--- config.mk ---
export PLATFORM = sky130hd
export DESIGN_NAME = gray_seq_ctrl
export DESIGN_NICKNAME = d
export VERILOG_FILES = /design/src/rtl/gray_pkg.sv /design/src/rtl/gray_mac.sv /design/src/rtl/gray_seq_ctrl.sv
export SDC_FILE = /design/constraint.sdc
export NUM_CORES = 1
export LEC_CHECK = 0
export BUFFER_PORTS_ARGS = -buffer_cell sky130_fd_sc_hd__buf_2
export CAP_MARGIN = 25
export CORE_AREA = 3 3 206 208
export CTS_CLUSTER_DIAMETER = 200
export DETAILED_ROUTE_END_ITERATION = 6
export DIE_AREA = 0 0 209 211
export PLACE_DENSITY = 0.55
export SLEW_MARGIN = 20
export SYNTH_ARGS = -nofsm -noshare
export SYNTH_HDL_FRONTEND = slang
export SYNTH_HIERARCHICAL = 1
export SYNTH_SLANG_ARGS = --single-unit
export TNS_END_PERCENT = 50
--- constraint.sdc ---
create_clock -name iCLK -period 9.59 [get_ports iCLK]
set_input_delay 1.4385 -clock iCLK [delete_from_list [all_inputs] [get_ports iCLK]]
set_output_delay 1.4385 -clock iCLK [all_outputs]
set_load 0.1 [all_outputs]
--- src/rtl/gray_pkg.sv ---
// Shared definitions for the RGB-to-luma sequencer: luma coefficients,
// accumulator width, FSM state encoding and the output rounding helper.
// GRAY_CEIL_EN selects ceiling rounding of the luma result; truncation otherwise.
package gray_pkg;

   localparam int ACC_W = 40;

   // Unsigned 0.32 fractions; they sum to 2^32+1 so white maps to 255.
   localparam logic [31:0] C_R = 32'h4C8B4396;
   localparam logic [31:0] C_G = 32'h9645A1CB;
   localparam logic [31:0] C_B = 32'h1D2F1AA0;

   typedef enum logic [2:0] {
      IDLE  = 3'd0,
      MUL_R = 3'd1,
      MUL_G = 3'd2,
      MUL_B = 3'd3,
      DONE  = 3'd4
   } state_t;

   // Integer part of the accumulator, optionally rounded up and saturated.
   function automatic logic [7:0] luma_round(input logic [ACC_W-1:0] acc);
`ifdef GRAY_CEIL_EN
      logic [ACC_W:0] sum;
      sum = {1'b0, acc} + {1'b0, 40'h00FFFFFFFF};
      return sum[ACC_W] ? 8'hFF : sum[ACC_W-1:ACC_W-8];
`else
      return acc[ACC_W-1:ACC_W-8];
`endif
   endfunction

endpackage

--- src/rtl/gray_mac.sv ---
// Shared 8x32 multiplier with a 40-bit accumulator. clr_i loads the product
// instead of adding it, starting a new pixel. acc_d_o exposes the value the
// accumulator takes at the next edge so the controller can register the result
// in the same cycle the last term is added.
module gray_mac
   import gray_pkg::*;
(
   input  logic             clk_i,
   input  logic             rst_i,
   input  logic             en_i,
   input  logic             clr_i,
   input  logic [7:0]       a_i,
   input  logic [31:0]      coef_i,
   output logic [ACC_W-1:0] acc_o,
   output logic [ACC_W-1:0] acc_d_o
);

   logic [ACC_W-1:0] prod;
   logic [ACC_W-1:0] acc_q;
   logic [ACC_W-1:0] acc_d;

   // 8x32 product always fits in 40 bits; three terms cannot overflow either.
   assign prod = {32'd0, a_i} * {8'd0, coef_i};

   // Next accumulator value: hold, load or accumulate.
   always_comb begin
      acc_d = acc_q;
      if (en_i) begin
         acc_d = clr_i ? prod : (acc_q + prod);
      end
   end

   // Accumulator register, cleared by synchronous reset.
   always_ff @(posedge clk_i) begin
      if (rst_i) begin
         acc_q <= '0;
      end else begin
         acc_q <= acc_d;
      end
   end

   assign acc_o   = acc_q;
   assign acc_d_o = acc_d;

endmodule

--- src/rtl/gray_seq_ctrl.sv ---
// Streaming RGB-to-luma controller. One pixel is accepted in IDLE, the shared
// multiplier is stepped through R, G and B, and the result is held in DONE
// until the downstream accepts it. Keeps a per-frame pixel counter and flags
// the last pixel of each frame on oEOF.
// Handshake: a transfer happens on a rising edge where valid and ready are both
// high; a producer holds its data stable while valid is high and ready is low.
// Build option: GRAY_CEIL_EN selects ceiling rounding of oGray (see gray_pkg).
module gray_seq_ctrl
   import gray_pkg::*;
#(
   parameter int FRAME_PIXELS = 307200,
   parameter int CNT_W        = 19
) (
   input  logic             iCLK,
   input  logic             iRST,
   input  logic [7:0]       iR,
   input  logic [7:0]       iG,
   input  logic [7:0]       iB,
   input  logic             iValid,
   output logic             oReady,
   output logic [7:0]       oGray,
   output logic             oEOF,
   output logic             oValid,
   input  logic             iReady,
   output logic [CNT_W-1:0] oPixCnt,
   output logic [2:0]       oDbgState
);

   localparam logic [CNT_W-1:0] LAST_IDX = CNT_W'(FRAME_PIXELS - 1);

   state_t           state_q;
   logic [7:0]       r_q, g_q, b_q;
   logic [CNT_W-1:0] cnt_q;
   logic             ready_q;
   logic             valid_q;
   logic             eof_q;
   logic [7:0]       gray_q;

   logic [7:0]       mul_a;
   logic [31:0]      mul_c;
   logic             mul_en;
   logic             mul_clr;
   logic [ACC_W-1:0] acc;
   logic [ACC_W-1:0] acc_d;

   // Multiplier operand select, driven purely by the current state.
   always_comb begin
      mul_a   = 8'd0;
      mul_c   = 32'd0;
      mul_en  = 1'b0;
      mul_clr = 1'b0;
      case (state_q)
         MUL_R: begin
            mul_a   = r_q;
            mul_c   = C_R;
            mul_en  = 1'b1;
            mul_clr = 1'b1;
         end
         MUL_G: begin
            mul_a  = g_q;
            mul_c  = C_G;
            mul_en = 1'b1;
         end
         MUL_B: begin
            mul_a  = b_q;
            mul_c  = C_B;
            mul_en = 1'b1;
         end
         default: begin
            mul_a   = 8'd0;
            mul_c   = 32'd0;
            mul_en  = 1'b0;
            mul_clr = 1'b0;
         end
      endcase
   end

   gray_mac u_mac (
      .clk_i   (iCLK),
      .rst_i   (iRST),
      .en_i    (mul_en),
      .clr_i   (mul_clr),
      .a_i     (mul_a),
      .coef_i  (mul_c),
      .acc_o   (acc),
      .acc_d_o (acc_d)
   );

   // Sequencer FSM with registered handshake outputs, result and pixel counter.
   always_ff @(posedge iCLK) begin
      if (iRST) begin
         state_q <= IDLE;
         r_q     <= 8'd0;
         g_q     <= 8'd0;
         b_q     <= 8'd0;
         cnt_q   <= '0;
         ready_q <= 1'b1;
         valid_q <= 1'b0;
         eof_q   <= 1'b0;
         gray_q  <= 8'd0;
      end else begin
         case (state_q)
            IDLE: begin
               if (iValid && ready_q) begin
                  r_q     <= iR;
                  g_q     <= iG;
                  b_q     <= iB;
                  ready_q <= 1'b0;
                  state_q <= MUL_R;
               end
            end
            MUL_R: state_q <= MUL_G;
            MUL_G: state_q <= MUL_B;
            MUL_B: begin
               // Last term lands in acc this edge; capture the rounded result.
               gray_q  <= luma_round(acc_d);
               eof_q   <= (cnt_q == LAST_IDX);
               valid_q <= 1'b1;
               state_q <= DONE;
            end
            DONE: begin
               if (iReady) begin
                  valid_q <= 1'b0;
                  eof_q   <= 1'b0;
                  ready_q <= 1'b1;
                  cnt_q   <= (cnt_q == LAST_IDX) ? '0 : (cnt_q + CNT_W'(1));
                  state_q <= IDLE;
               end
            end
            default: begin
               valid_q <= 1'b0;
               eof_q   <= 1'b0;
               ready_q <= 1'b1;
               state_q <= IDLE;
            end
         endcase
      end
   end

   assign oReady    = ready_q;
   assign oValid    = valid_q;
   assign oGray     = gray_q;
   assign oEOF      = eof_q;
   assign oPixCnt   = cnt_q;
   assign oDbgState = state_q;

endmodule

# [Yosys cells after proc, flatten, opt, wreduce, memory -nomap -nowiden]
# Index checks and enable logic that the tools add are counted.
[op_classes] bitwise_logic=2 n_reduce_logical=9 addsub=2 mux=16 mul=1 eq_ne=7
[ops] operator="$pmux W32 S3" n=1
[ops] operator="$mux W40" n=2
[ops] operator="$add A40 B40 Y40" n=1
[ops] operator="$mul A8 B32 Y40" n=1
[ops] operator="$pmux W8 S3" n=1
[ops] operator="$add A19 B1 Y19 const B" n=1
[ops] operator="$eq A19 B19 Y1 const B" n=1
[ops] operator="$mux W19" n=1
[ops] operator="$pmux W3 S5" n=1
[ops] operator="$pmux W1 S3" n=3
[ops] operator="$reduce_and A2 Y1" n=4
[ops] operator="$eq A3 B2 Y1 const B" n=2
[ops] operator="$mux W3" n=2
[ops] operator="$reduce_or A3 Y1" n=2
[ops] operator="$mux W1" n=5
[ops] operator="$ne A2 B2 Y1 const B" n=2
[ops] operator="$eq A3 B1 Y1 const B" n=1
[ops] operator="$eq A3 B3 Y1 const B" n=1
[ops] operator="$logic_not A3 Y1" n=1
[ops] operator="$reduce_and A3 Y1" n=1
[ops] operator="$not A1 Y1" n=2
[ops] operator="$logic_and A1 B1 Y1" n=1
[word_totals] in_bits=28 out_inout_bits=33 reg_bits=97

# [Logic depth before layout (Yosys ltp)]
[depth] ltp_word=6 mapped_depth=39 mapped_depth_nobuf=34

# [Hierarchy]
# The synthesis kept the hierarchy.
[by_module_without_submodules] module="gray_mac" cells_per_inst=1532 area_each_um2=12493.2 instances=1
[by_module_without_submodules] module="gray_seq_ctrl" cells_per_inst=337 area_each_um2=2586.2 instances=1

# [Worst setup path before layout]
# Ideal clock, no wire load.
[synth_path] kind="register to register" from="register state_q[1] (netlist: oDbgState[1])" to="register gray_q[7] (netlist: oGray[7])" stages_incl_launch_ff=34 setup_time_ps=70 arrival_ps=9932 path_buffers=3 slack_ps=-412 cell_sequence="dfxtp_1 -> clkbuf_1 -> nor2b_1 -> nor2b_1 -> nand2_1 -> fa_1 -> fa_1 -> inv_1 -> fa_1 -> inv_1 -> fa_1 -> inv_1 -> ha_1 -> a21oi_2 -> nand2_1 -> o2111a_1 -> o311a_1 -> or3b_1 -> buf_2 -> a31oi_1 -> xnor2_1 -> ha_1 -> clkbuf_1 -> a21oi_1 -> o21ai_0 -> a2111oi_0 -> o21ai_0 -> o21ai_0 -> nor2_4 -> mux2i_1 -> and3_1 -> a31oi_1 -> nand2_1 -> a21oi_1"
[synth_between] elab_chain_cells=6 word_cells_on_any_way=12
[synth_lines] item="start, declared" line="gray_seq_ctrl.sv:31" source="state_t state_q;"
[synth_lines] item="start signal, assigned" line="gray_seq_ctrl.sv:92" source="state_q <= IDLE;"
[synth_lines] item="start signal, assigned" line="gray_seq_ctrl.sv:109" source="state_q <= MUL_R;"
[synth_lines] item="start signal, assigned" line="gray_seq_ctrl.sv:112" source="MUL_R: state_q <= MUL_G;"
[synth_lines] item="$eq A3 B2 Y1 or $eq A3 B1 Y1 (tied branches)" line="gray_seq_ctrl.sv:52" source="case (state_q)"
[synth_lines] item="$pmux W32 S3 *" line="gray_seq_ctrl.sv:52"
[synth_lines] item="net mul_c[18]" line="gray_seq_ctrl.sv:40" source="logic [31:0] mul_c;"
[synth_lines] item="$mul A8 B32 Y40 *" line="gray_mac.sv:23" source="assign prod = {32'd0, a_i} * {8'd0, coef_i};"
[synth_lines] item="$add A40 B40 Y40" line="gray_mac.sv:29" source="acc_d = clr_i ? prod : (acc_q + prod);"
[synth_lines] item="$mux W40 *" line="gray_mac.sv:29"
[synth_lines] item="$mux W40 *" line="gray_mac.sv:28" source="if (en_i) begin"
[synth_lines] item="net acc_d[39]" line="gray_seq_ctrl.sv:44" source="logic [ACC_W-1:0] acc_d;"
[synth_lines] item="end signal, assigned" line="gray_seq_ctrl.sv:116" source="gray_q <= luma_round(acc_d);"
[synth_lines] item="end, declared" line="gray_seq_ctrl.sv:37" source="logic [7:0] gray_q;"
# Mark *: on every way through the listed nets, which the timed path passes. The rest lies on a longest branch.
# A chain may end at the register's enable or synchronous reset.

# [Worst setup path after layout]
[layout_path] from="register state_q[1] (netlist: oDbgState[1])" to="register gray_q[6] (netlist: oGray[6])"
# The elaborated chain is that of the path after synthesis.

==> key figures <==
Timing
  • Post-route setup TNS: 0 ns
  • Final Hold Fails: 0
  • Final Cycle Share: about 91%
  • Worst Tran Pin Value: slightly above 0.9 ns
  • Final Slew Violations: 0
  • Fmax achieved: between 100 and 150 MHz
  • RSZ-0062 raised after global routing: false
  • Minimum clock period: between 8 and 9 ns
  • Final worst setup slack: 0.905 ns
  • Clock skew: 0.00849 ns
  • Rel. slew slack: 39.4%
  • Final setup fails: 0

Floorplanning
  • Die Ht: 211 um
  • I/O pin total: 61
  • Row count: 74
  • Initial core utilization: a little under two fifths
  • Die Width: 209 um
  • Core area: 40700 um^2
  • Die area: 44100 um^2

Clock tree
  • CTS tree: built
  • Clock buffer depth: 2
  • Post-CTS setup buffers: 0
  • Clk slew on worst S/H paths: 0.08 ns
  • CTS Sinks: 97
  • CTS Root Cell: clkbuf_16
  • H-Tree Depth: 3
  • CTS resizes: 0
  • CTS buffer count: 9
  • Clk Latency, worst-skew pair: 0.39 ns
  • Hold-fix buffers at CTS: 0

Placement
  • Port Buffers: 60
  • Placed Instances: 2391
  • Gpl congestion: 0.880
  • Setup WS pre-CTS: 0.593 ns
  • Post-DP HPWL: 30.1 mm

Critical path
  • Worst reg-to-reg setup slack: 0.90 ns
  • CP startpoint: oDbgState[1]
  • Crit-path max cell delay: just under 0.6 ns
  • CP arrival: 9.00 ns
  • CP Launch Type: flop
  • Crit path max fanout: 21
  • CP max stage cell: dfxtp_2
  • FF-to-FF Start: oDbgState[1]
  • Nature of the critical path endpoint: flop
  • Cells on worst reg2reg path: 28
  • Worst Path Class, Setup: reg2reg
  • Critical path required time: slightly below 10 ns

Worst hold path
  • Type of the most critical hold path: reg2reg
  • Min-delay src: oGray[4]
  • Worst Hold Depth: 2

Power
  • Leakage Power: roughly 0.0080 uW
  • Power consumption: 1580 uW
  • IR Drop Worst-Case VDD: 0.000101 V
  • P per Cell Area: 97.7 nW/um^2

GRT
  • Vias in the first global route: between 10000 and 15000
  • Total track usage: 18.3%
  • First-pass GRT wire length: 66.2 mm
  • GR Overflow Total: 0
  • Initial antenna violation count: 0
  • Largest net degree at the start of global routing: 86

Routing
  • Initial DRC Count: 726
  • Vias/cell: 5.30
  • Drt wl/cell: 16.2 um
  • DR pass1 iterations: 5
  • Via count: 12757
  • Wirelength, routed: 39.0 mm
  • Remaining antenna violation count: 0
  • DRC: 0

Synth
  • Yosys warnings: 6
  • Area of the mapped netlist: 15000 um^2
  • Mapped Cells: 1851
  • Post-Syn Area per Cell: 8.09 um^2

Final layout
  • Layout cells sized above 1: 7.84%
  • Area Overhead vs Synth: 8.28%
  • Ant. Diodes: 0
  • Final net count: between 2000 and 2500
  • Non-filler instance count after layout: around 2400
  • Fill cell count: 4255

Run status
  • Status: finished clean

Flow run
  • Max-Cap Viols: 0
==> sequential cells by signal (all words and copies together), names as in the netlist <==
signal       count
g_q              8
oValid           1
b_q              8
oGray            8
u_mac/acc_o     40
oDbgState        3
r_q              8
oEOF             1
oReady           1
oPixCnt         19
==> per-stage QoR <==
step,instance area [um^2],util (%),hold slack [ns]
2_1_floorplan,15000,-,0.433
3_3_place_gp,15900,39.0,0.443
3_5_place_dp,15900,39.0,0.447
4_1_cts,16200,39.8,0.457
5_1_grt,16200,39.8,0.477
6_report,16200,39.8,0.457
==> cell type report <==
cell class                 instances  area (um^2)  share of cell area [%]
timing repair buffer              89          542                    3.34
clock buffer                       9          225                    1.39
multi-input combinational       1497        12100                    74.6
clock inverter                     7         86.3                   0.532
sequential                        97         1940                    12.0
tap                              532          666                    4.10
inverter                         177          664                    4.10
==> worst paths after layout <==
kind / to
worst min register to register: oGray[4]
worst min-delay path: oGray[4]
worst max-delay path: oGray[6]
worst max register to register: oGray[6]
==> layer usage <==
layer | up-vias | track usage, % | wire length [um]
met4 | 0 | 5.01 | 801
met3 | 40 | 2.87 | 1310
met5 | - | 0 | 0
met2 | 208 | 31.8 | 19000
li1 | 6193 | - | -
met1 | 6316 | 23.8 | 17900
==> critical path, delay by kind of cell (launching register included) <==
family | cells | cell delay, ns
fa+ha+maj | 6 | 2.75
simple gates | 9 | 2.46
compound gates | 9 | 1.99
flops | 1 | 0.59
buf+inv | 2 | 0.55
xor+xnor | 2 | 0.24
==> where the power goes <==
group	switching, uW	internal [uW]	leakage (uW)
Sequential	37.8	451	0.000793
Combinational	449	241	0.00704
Clock	197	209	0.000156
Total	684	901	0.00799
==> cells in the final DEF, fill, tap and decap left out, types with 29 or more instances in the layout <==
cell     instances
and2_1         217
nand2_1        208
fa_1           181
inv_1          175
a21oi_1        160
nor2_1         117
ha_1           108
dfxtp_1         95
buf_2           60
o21ai_0         56
xnor2_1         53
a21o_1          43
xor2_1          29
(Power assumes the default switching activity.)
